**config.mk**
```make
export PLATFORM = sky130hd
export DESIGN_NAME = computation_sequencer_flat
export DESIGN_NICKNAME = d
export VERILOG_FILES = /design/src/rtl/computation_sequencer_if.sv /design/src/rtl/computation_sequencer.sv /design/src/flat_wrapper.sv
export SDC_FILE = /design/constraint.sdc
export NUM_CORES = 1
export LEC_CHECK = 0
export ABC_AREA = 1
export CAP_MARGIN = 15
export CORE_MARGIN = 2
export CORE_UTILIZATION = 46
export CTS_CLUSTER_SIZE = 28
export DETAILED_ROUTE_END_ITERATION = 12
export PLACE_DENSITY_LB_ADDON = 0.1
export SYNTH_ARGS = -nofsm -noshare
export SYNTH_HDL_FRONTEND = slang
export SYNTH_SLANG_ARGS = --single-unit
```
**constraint.sdc**
```tcl
create_clock -name clk -period 2.25 [get_ports clk]
set_clock_uncertainty 0.1 [all_clocks]
set_input_delay 0.3375 -clock clk [delete_from_list [all_inputs] [get_ports clk]]
set_output_delay 0.3375 -clock clk [all_outputs]
set_load 0.03 [all_outputs]
```
**src/rtl/computation_sequencer_if.sv**
```systemverilog
// computation_sequencer_if
//   Bundles the prover-control and layer-control signals of the
//   computation_sequencer.
//
//   master modport (sequencer side):
//     inputs  : start, mux_sel_in, layer_ready
//     outputs : layer_en, mux_sel, cur_layer, busy, done, dbg_state,
//               cycles (only when COMP_SEQ_CYCLE_COUNT_EN is defined)
//   slave modport (environment side): the same signals, directions mirrored.
//
//   Handshake: a layer is launched by a one-cycle high pulse on its
//   layer_en bit. The layer then reports completion by holding its
//   layer_ready bit high. A layer is only launched after its ready has been
//   seen high with en low.
//
//   Optional feature macro: COMP_SEQ_CYCLE_COUNT_EN adds the nCycBits
//   parameter and the cycles signal.
interface computation_sequencer_if #(
  parameter int nLayers    = 4,
  parameter int nmuxsels   = 1,
  parameter int nLayerBits = $clog2(nLayers < 2 ? 2 : nLayers)
`ifdef COMP_SEQ_CYCLE_COUNT_EN
  ,
  parameter int nCycBits   = 32
`endif
);
  logic                  start;
  logic [nmuxsels-1:0]   mux_sel_in;
  logic [nLayers-1:0]    layer_ready;
  logic [nLayers-1:0]    layer_en;
  logic [nmuxsels-1:0]   mux_sel;
  logic [nLayerBits-1:0] cur_layer;
  logic                  busy;
  logic                  done;
  logic [2:0]            dbg_state;
`ifdef COMP_SEQ_CYCLE_COUNT_EN
  logic [nCycBits-1:0]   cycles;

  modport master (
    input  start, mux_sel_in, layer_ready,
    output layer_en, mux_sel, cur_layer, busy, done, dbg_state, cycles
  );
  modport slave (
    output start, mux_sel_in, layer_ready,
    input  layer_en, mux_sel, cur_layer, busy, done, dbg_state, cycles
  );
`else
  modport master (
    input  start, mux_sel_in, layer_ready,
    output layer_en, mux_sel, cur_layer, busy, done, dbg_state
  );
  modport slave (
    output start, mux_sel_in, layer_ready,
    input  layer_en, mux_sel, cur_layer, busy, done, dbg_state
  );
`endif
endinterface

```
**src/rtl/computation_sequencer.sv**
```systemverilog
// computation_sequencer
//   Runs one arithmetic-circuit evaluation by launching a stack of nLayers
//   computation_layer instances in order (layer 0 first, nLayers-1 last).
//   Each layer is armed (en low, wait for its ready), launched with a
//   one-cycle en pulse, then waited on until its ready returns. The shared
//   mux_sel configuration is captured when a run is accepted and held for
//   the whole run. One start request arriving during a run is queued and
//   begins immediately after the current run's done cycle.
//
//   Ports:
//     clk  - clock
//     rst  - synchronous active-high reset
//     bus  - computation_sequencer_if.master (start, mux_sel_in,
//            layer_ready in; layer_en, mux_sel, cur_layer, busy, done,
//            dbg_state and optional cycles out)
//
//   Optional feature macro: COMP_SEQ_CYCLE_COUNT_EN adds a saturating
//   run-length counter on bus.cycles.
module computation_sequencer #(
  parameter int nLayers    = 4,
  parameter int nmuxsels   = 1,
  parameter int nLayerBits = $clog2(nLayers < 2 ? 2 : nLayers),
  parameter int nCycBits   = 32
) (
  input  logic clk,
  input  logic rst,
  computation_sequencer_if.master bus
);

  localparam int layer_bits_exp = $clog2(nLayers < 2 ? 2 : nLayers);
  localparam logic [nLayerBits-1:0] last_layer = nLayerBits'(nLayers - 1);

  generate
    if (nLayerBits != layer_bits_exp) begin : g_bad_layer_bits
      $error("computation_sequencer: nLayerBits is derived from nLayers and must not be overridden");
    end
    if (nLayers < 1) begin : g_bad_layers
      $error("computation_sequencer: nLayers must be at least 1");
    end
    if (nCycBits < 1) begin : g_bad_cyc_bits
      $error("computation_sequencer: nCycBits must be at least 1");
    end
  endgenerate

  typedef enum logic [2:0] {
    ST_IDLE   = 3'd0,
    ST_ARM    = 3'd1,
    ST_LAUNCH = 3'd2,
    ST_WAIT   = 3'd3,
    ST_DONE   = 3'd4
  } state_t;

  state_t                state_q, state_d;
  logic [nLayerBits-1:0] cur_q, cur_d;
  logic [nmuxsels-1:0]   mux_q, mux_d;
  logic                  pending_q, pending_d;
  logic [nLayers-1:0]    en_q, en_d;
  logic                  busy_q, done_q;
  logic                  cur_ready;

  assign cur_ready = bus.layer_ready[cur_q];

  always_comb begin
    state_d   = state_q;
    cur_d     = cur_q;
    mux_d     = mux_q;
    pending_d = pending_q;
    // Any start seen outside IDLE queues a single follow-up run; repeats
    // simply re-set the same flag.
    if (state_q != ST_IDLE && bus.start) pending_d = 1'b1;
    unique case (state_q)
      ST_IDLE: begin
        if (bus.start) begin
          mux_d   = bus.mux_sel_in;
          cur_d   = '0;
          state_d = ST_ARM;
        end
      end
      ST_ARM: begin
        if (cur_ready) state_d = ST_LAUNCH;
      end
      ST_LAUNCH: begin
        state_d = ST_WAIT;
      end
      ST_WAIT: begin
        if (cur_ready) begin
          if (cur_q == last_layer) begin
            state_d = ST_DONE;
          end else begin
            cur_d   = cur_q + nLayerBits'(1);
            state_d = ST_ARM;
          end
        end
      end
      ST_DONE: begin
        // A start landing in the done cycle itself also chains a new run.
        pending_d = 1'b0;
        cur_d     = '0;
        if (pending_q || bus.start) begin
          mux_d   = bus.mux_sel_in;
          state_d = ST_ARM;
        end else begin
          state_d = ST_IDLE;
        end
      end
      default: begin
        state_d = ST_IDLE;
        cur_d   = '0;
      end
    endcase
  end

  // layer_en, busy and done are registered from the next state so the
  // outputs carry no combinational path from any input.
  always_comb begin
    en_d = '0;
    if (state_d == ST_LAUNCH) en_d[cur_d] = 1'b1;
  end

  always_ff @(posedge clk) begin
    if (rst) begin
      state_q   <= ST_IDLE;
      cur_q     <= '0;
      mux_q     <= '0;
      pending_q <= 1'b0;
      en_q      <= '0;
      busy_q    <= 1'b0;
      done_q    <= 1'b0;
    end else begin
      state_q   <= state_d;
      cur_q     <= cur_d;
      mux_q     <= mux_d;
      pending_q <= pending_d;
      en_q      <= en_d;
      busy_q    <= (state_d != ST_IDLE);
      done_q    <= (state_d == ST_DONE);
    end
  end

  assign bus.layer_en  = en_q;
  assign bus.mux_sel   = mux_q;
  assign bus.cur_layer = cur_q;
  assign bus.busy      = busy_q;
  assign bus.done      = done_q;
  assign bus.dbg_state = state_q;

`ifdef COMP_SEQ_CYCLE_COUNT_EN
  // Run length: cleared on acceptance (IDLE->ARM or DONE->ARM), counts every
  // busy cycle including DONE, saturates, and holds after the run.
  logic                accept;
  logic [nCycBits-1:0] cyc_q;

  assign accept = (state_d == ST_ARM) && (state_q == ST_IDLE || state_q == ST_DONE);

  always_ff @(posedge clk) begin
    if (rst) begin
      cyc_q <= '0;
    end else if (accept) begin
      cyc_q <= '0;
    end else if (busy_q && cyc_q != {nCycBits{1'b1}}) begin
      cyc_q <= cyc_q + nCycBits'(1);
    end
  end

  assign bus.cycles = cyc_q;
`endif

endmodule
```
**src/flat_wrapper.sv**
```systemverilog
// flat-port wrapper written by rule: the top's interface ports become plain ports
module computation_sequencer_flat 
#(
  parameter int nLayers    = 4,
  parameter int nmuxsels   = 1,
  parameter int nLayerBits = $clog2(nLayers < 2 ? 2 : nLayers),
  parameter int nCycBits   = 32
)
  (clk, rst, bus_start, bus_mux_sel_in, bus_layer_ready, bus_layer_en, bus_mux_sel, bus_cur_layer, bus_busy, bus_done, bus_dbg_state);
  computation_sequencer_if #(.nLayers(nLayers), .nmuxsels(nmuxsels), .nLayerBits(nLayerBits)) bus_i ();
  input  logic clk;
  input  logic rst;
  input wire logic [$bits(bus_i.start)-1:0] bus_start;
  input wire logic [$bits(bus_i.mux_sel_in)-1:0] bus_mux_sel_in;
  input wire logic [$bits(bus_i.layer_ready)-1:0] bus_layer_ready;
  output wire logic [$bits(bus_i.layer_en)-1:0] bus_layer_en;
  output wire logic [$bits(bus_i.mux_sel)-1:0] bus_mux_sel;
  output wire logic [$bits(bus_i.cur_layer)-1:0] bus_cur_layer;
  output wire logic [$bits(bus_i.busy)-1:0] bus_busy;
  output wire logic [$bits(bus_i.done)-1:0] bus_done;
  output wire logic [$bits(bus_i.dbg_state)-1:0] bus_dbg_state;
  assign bus_i.start = bus_start;
  assign bus_i.mux_sel_in = bus_mux_sel_in;
  assign bus_i.layer_ready = bus_layer_ready;
  assign bus_layer_en = bus_i.layer_en;
  assign bus_mux_sel = bus_i.mux_sel;
  assign bus_cur_layer = bus_i.cur_layer;
  assign bus_busy = bus_i.busy;
  assign bus_done = bus_i.done;
  assign bus_dbg_state = bus_i.dbg_state;
  computation_sequencer #(.nLayers(nLayers), .nmuxsels(nmuxsels), .nLayerBits(nLayerBits), .nCycBits(nCycBits)) u_core (.clk(clk), .rst(rst), .bus(bus_i));
endmodule
```
# --- Yosys cells after proc, flatten, opt, wreduce, memory -nomap -nowiden ---
# Index checks and enable logic that the tools add are counted.
word_totals:
  mem_count: 0
  ff_bits: 13
  mem_bits_rw: 0
  inputBits: 8
  rom_bits: 0
  latchBits: 0
  wordCells: 49
  output_inout_bits: 12
op_classes:
  bitwise_logic: 1
  n_mul: 0
  n_addsub: 1
  div: 0
  eq_ne: 9
  n_lt_le_gt_ge: 3
  reduce_logical: 11
  n_mux: 17
  shifts: 0
op_table:
  columns: ["op", "count"]
  rows:
  - ["3-bit one-hot mux with 5 select lines", 1]
  - ["3-bit 2-to-1 mux", 4]
  - ["3-bit by 2-bit == test with 1-bit output, second input constant", 3]
  - ["3-bit == test, second input constant", 2]
  - ["2-bit by 3-bit less-than comparator with 1-bit output, second input constant", 2]
  - ["2-bit 2-to-1 mux", 3]
  - ["2-bit one-hot mux with 3 select lines", 1]
  - ["3-bit nonzero test", 2]
  - ["2-bit OR reduction", 3]
  - ["1-bit 2-to-1 mux", 5]
  - ["3-bit by 1-bit == test with 1-bit output, second input constant", 1]
  - ["3-bit logical NOT", 1]
  - ["3-bit AND reduction", 1]
  - ["2-bit by 1-bit adder with 2-bit output, second input constant", 1]
  - ["1-bit binary-select mux with 2-bit select", 1]
  - ["1-bit demux with 2-bit select", 1]
  - ["2-bit == test, second input constant", 1]
  - ["2-bit by 1-bit greater-or-equal comparator with 1-bit output, second input constant", 1]
  - ["1-bit logical AND", 2]
  - ["2-bit by 1-bit != test with 1-bit output, second input constant", 1]
  - ["2-bit != test, second input constant", 1]
  - ["1-bit one-hot mux with 2 select lines", 1]
  - ["2-bit nonzero test", 1]
  - ["1-bit logical OR", 1]
  - ["1-bit NOT", 1]

# --- Depth between registers and ports, before layout ---
# Gate-level depths: netlist of run 1.
depth:
  word_depth: 8
  ltp_mapped: 9
  mapped_depth_nobuf: 9

# --- Worst setup path before layout of run 1 ---
# No wires, ideal clock.
synth_path:
  path_type: "register to register"
  from: "register u_core.cur_q[0], in the netlist u_core.bus.cur_layer[0]"
  to: "register u_core.busy_q, in the netlist u_core.bus.busy"
  required_ns: 2.018
  n_path_buf: 0
  setup_slack_ns: 0.799
  arrival_time_ns: 1.219
  path_stages_with_launch: 8
  period_less_slack_ns: 1.451
  setup_ns: 0.132
  path_cell_list: "dfxtp_1 -> nand3_1 -> inv_1 -> nor2_1 -> nor2_1 -> nand2_1 -> nor2_1 -> a21oi_1"
synth_via:
  elab_chain_len: 5
  word_cells_on_any_way: 8
  classes_between: "eq/ne: 1; mux: 6; reduce/logical: 1"
synth_lines:
  columns: ["element", "line", "source"]
  rows:
  - ["start: declaration", "computation_sequencer.sv:54", "logic [nLayerBits-1:0] cur_q, cur_d;"]
  - ["start signal: assignment", "computation_sequencer.sv:131", "cur_q <= cur_d;"]
  - ["1-bit binary-select mux with 2-bit select or 2-bit == test (tied branches)", "computation_sequencer.sv:61, computation_sequencer.sv:87", null]
  - ["1-bit 2-to-1 mux (not written as such) or 3-bit 2-to-1 mux (tied branches)", "computation_sequencer.sv:61, computation_sequencer.sv:87", null]
  - ["3-bit 2-to-1 mux, on equally long branches", "computation_sequencer.sv:86, computation_sequencer.sv:80", null]
  - ["3-bit one-hot mux with 5 select lines (*)", "computation_sequencer.sv:71", "unique case (state_q)"]
  - ["3-bit nonzero test (*)", "computation_sequencer.sv:135", "busy_q <= (state_d != ST_IDLE);"]
  - ["end signal: assignment", "computation_sequencer.sv:135", null]
  - ["end: declaration", "computation_sequencer.sv:58", "logic busy_q, done_q;"]
# Every way passes the cells marked *; elsewhere a longest branch is shown, timed or not. The select of a mux whose other input is x is not followed.
# A chain may end at the register's enable or synchronous reset.

# --- Final worst setup path of run 1 ---
layout_path:
  from: "register u_core.cur_q[0], in the netlist u_core.bus.cur_layer[0]"
  to: "output bus_cur_layer[0]"
layout_rtl:
  columns: ["element", "line", "source"]
  rows:
  - ["end: declaration", "flat_wrapper.sv:18", "output wire logic [$bits(bus_i.cur_layer)-1:0] bus_cur_layer;"]
# No word-level cell between the ends.

==> results of run 1 <==
state kept, by name, summed over array words and instances, names as in the netlist:
| register | count |
|---|---|
| u_core.bus.done | 1 |
| u_core.bus.layer_en | 4 |
| u_core.bus.busy | 1 |
| u_core.bus.cur_layer | 2 |
| u_core.pending_q | 1 |
| u_core.bus.mux_sel | 1 |
| u_core.bus.dbg_state | 3 |
metrics by stage:
stage	hold WS (ps)	setup slack (ps)	area, sq um	power, mW	util [%]
after floorplan	387.3	799.0	613.1	0.3204	-
after global placement	349.7	596.3	818.3	0.3600	64.50
after detailed placement	356.7	535.9	818.3	0.3618	64.50
after CTS	370.1	277.0	844.6	0.5096	66.57
after global routing	377.7	217.6	844.6	0.5336	66.57
final	367.5	293.7	844.6	0.5083	66.57
layout by cell type, fill, tap and decap left out:
master / netlist / layout
clkbuf_4: 0 / 3
nand2_2: 4 / 4
dfxtp_1: 13 / 13
a21oi_1: 4 / 4
inv_1: 13 / 13
nand4_1: 2 / 2
nor3_1: 2 / 2
o21ai_1: 1 / 1
inv_2: 3 / 3
nand3_1: 11 / 11
clkbuf_1: 1 / 1
clkdlybuf4s50_1: 0 / 19
a31oi_1: 1 / 1
nor2_1: 13 / 13
o211ai_1: 1 / 1
nand2_1: 19 / 19
a211oi_1: 1 / 1
nand3_2: 2 / 2
where the power goes:
group / leakage, nW / internal, mW / total, mW / switching, mW
registers: 0.106 / 0.241 / 0.251 / 0.0102
logic: 0.267 / 0.0446 / 0.106 / 0.0617
clock network: 0.0150 / 0.0689 / 0.151 / 0.0818
total: 0.388 / 0.355 / 0.508 / 0.154
final cells by class:
type / count / share of cell area [%]
sequential: 13 / 30.81
clock buffer: 4 / 3.111
multi-input combinational: 61 / 34.22
timing repair buffer: 19 / 22.52
tap: 15 / 2.222
inverter: 16 / 7.111
metal layers:
layer  vias up  part of all wire (%)
li1        334                     -
met1       306                    42
met5         -                     0
met4         0                   1.4
met2        28                    48
met3         4                   8.0
worst paths after layout:
check                                              from                      to  slack [ps]  depth (start not counted)
worst max-delay path            u_core.bus.cur_layer[0]        bus_cur_layer[0]         290                          1
worst min-delay path                 u_core.bus.mux_sel      u_core.bus.mux_sel         370                          2
worst max register to register  u_core.bus.dbg_state[2]  u_core.bus.layer_en[1]         820                          8
worst min register to register       u_core.bus.mux_sel      u_core.bus.mux_sel         370                          2
Yosys cell counts (all sizes together):
cell type | count | share of area, %
dfxtp | 13 | 42
a21oi | 4 | 3.3
clkbuf | 1 | 0.61
nor2 | 13 | 8.0
nand2 | 23 | 16
nand4 | 2 | 2.0
o211ai | 1 | 1.2
inv | 16 | 9.8
o21ai | 1 | 0.82
nor3 | 2 | 1.6
a31oi | 1 | 1.0
a211oi | 1 | 1.2
nand3 | 13 | 12
cells by family (layout without fill, tap and decap cells):
| group | after synthesis | in the layout | synth area share (%) |
|---|---|---|---|
| flops | 13 | 13 | 42.45 |
| simple gates | 53 | 53 | 39.59 |
| compound gates | 8 | 8 | 7.552 |
| buf+inv | 17 | 39 | 10.41 |
==> qor.yml, run 1 <==
sta:
  final_hold_viol_count: 0
  rsz0062_at_grt: "false"
  setup_viol: 0
  fmax_ghz: 0.5112
  period_needed_ps: 1956
  worstMarginPinSlew_ps: 412.1
  finalCritPeriodShare_pct: 86.95
  slew_violations: 0
  slew_headroom_pct: 72.44
  fin_setup_tns_ps: 0
floorplan:
  start_util_pct: 48.32
  rows: 13
  io_pins: 20
  core_area_sq_mm: 0.001269
  dieWidth_um: 40.51
  design.die.area_sq_mm: 0.001641
  die_h_um: 40.51
critical_path:
  crit_fanout: 8
  slowest_stage: "clkdlybuf4s50_1"
  crit_buf_inv: 1
  crit_family: "buffers and inverters"
  cp_slowest_stage_delay_ps: 740
  startpoint_type: "flop"
  crit_arrival_ps: 1520
  end_kind: "output pin"
  crit_type: "flop to output pin"
  required_ps: 1810
  path_cells: "clkdlybuf4s50_1"
global_routing:
  grtUsageMet3_pct: 10.00
  busiest_layer: "met2"
  globalRouteOverflowTotal: 0
  grt_use_met1_pct: 24.41
  antenna_found_initial: 0
  first_global_vias: 538
  grt_max_degree: 11
  grt.met2_usage_pct: 35.71
  grt_pass1_wl_mm: 2.194
  track_usage_pct: 21.35
cells_and_area:
  diodes: 0
  syn2layout_area_growth_pct: 37.76
  fillCellCount: 118
  nNetsFinal: 122
  layout-drive-gt1-share_pct: 10.62
  regArea_sq_um: 260.3
  multi_input_area_sq_um: 289.0
  fin_cells: 128
worst_hold_path:
  hold_class: "flop to flop"
logic_synthesis:
  synthCells: 91
  syn_nets: 99
  syn_area_per_cell_sq_um: 6.737
  synth_seq_area_share_pct: 42.45
  ys_warn_count: 0
  ys_ff_latch: 13
  synth_area_sq_um: 613.1
  synth_cell_type_count: 16
run:
  cap_violations: 0
clock_tree:
  postCtsSetupBuffers: 0
  h-tree-depth: 1
  cts_hold_buf: 0
  cts_buffers: 3
  insertion_delay_ps: 280
  cts-resized-gates: 0
  cts_tree: "built"
  cts_buffer_depth: 2
  clk_pin_slew_ps: 80
  cts-root-buf: "clkbuf_4"
  cts.sinks: 13
detailed_routing:
  firstDrtPassIters: 4
  antenna_left: 0
  drcViolationCount: 0
  num_vias: 672
  via_per_inst: 5.250
  drt_wl_total_mm: 1.395
  routedWlPerCell_um: 10.90
  dr.first_iter.drc_count: 32
power_and_ir_drop:
  ir_worst_vdd_uv: 343.5
  p_per_area_mw_per_mm2: 601.8
  power_leakage_nw: 0.3881
placement:
  place.gp.congestion: 0.8877
  dp_cells: 124
  dp_hpwl_mm: 1.058
  portBuffers: 19
run_status:
  status: "finished clean"
No activity file was read; power rests on OpenSTA's default activity.
==> run 2, diff against run 1 <==
Settings changed: CAP_MARGIN 15 to 20, HOLD_SLACK_MARGIN set to 0.12.
==> results of run 2 <==
The final DEF is identical to that of run 1; final timing and power are the same.
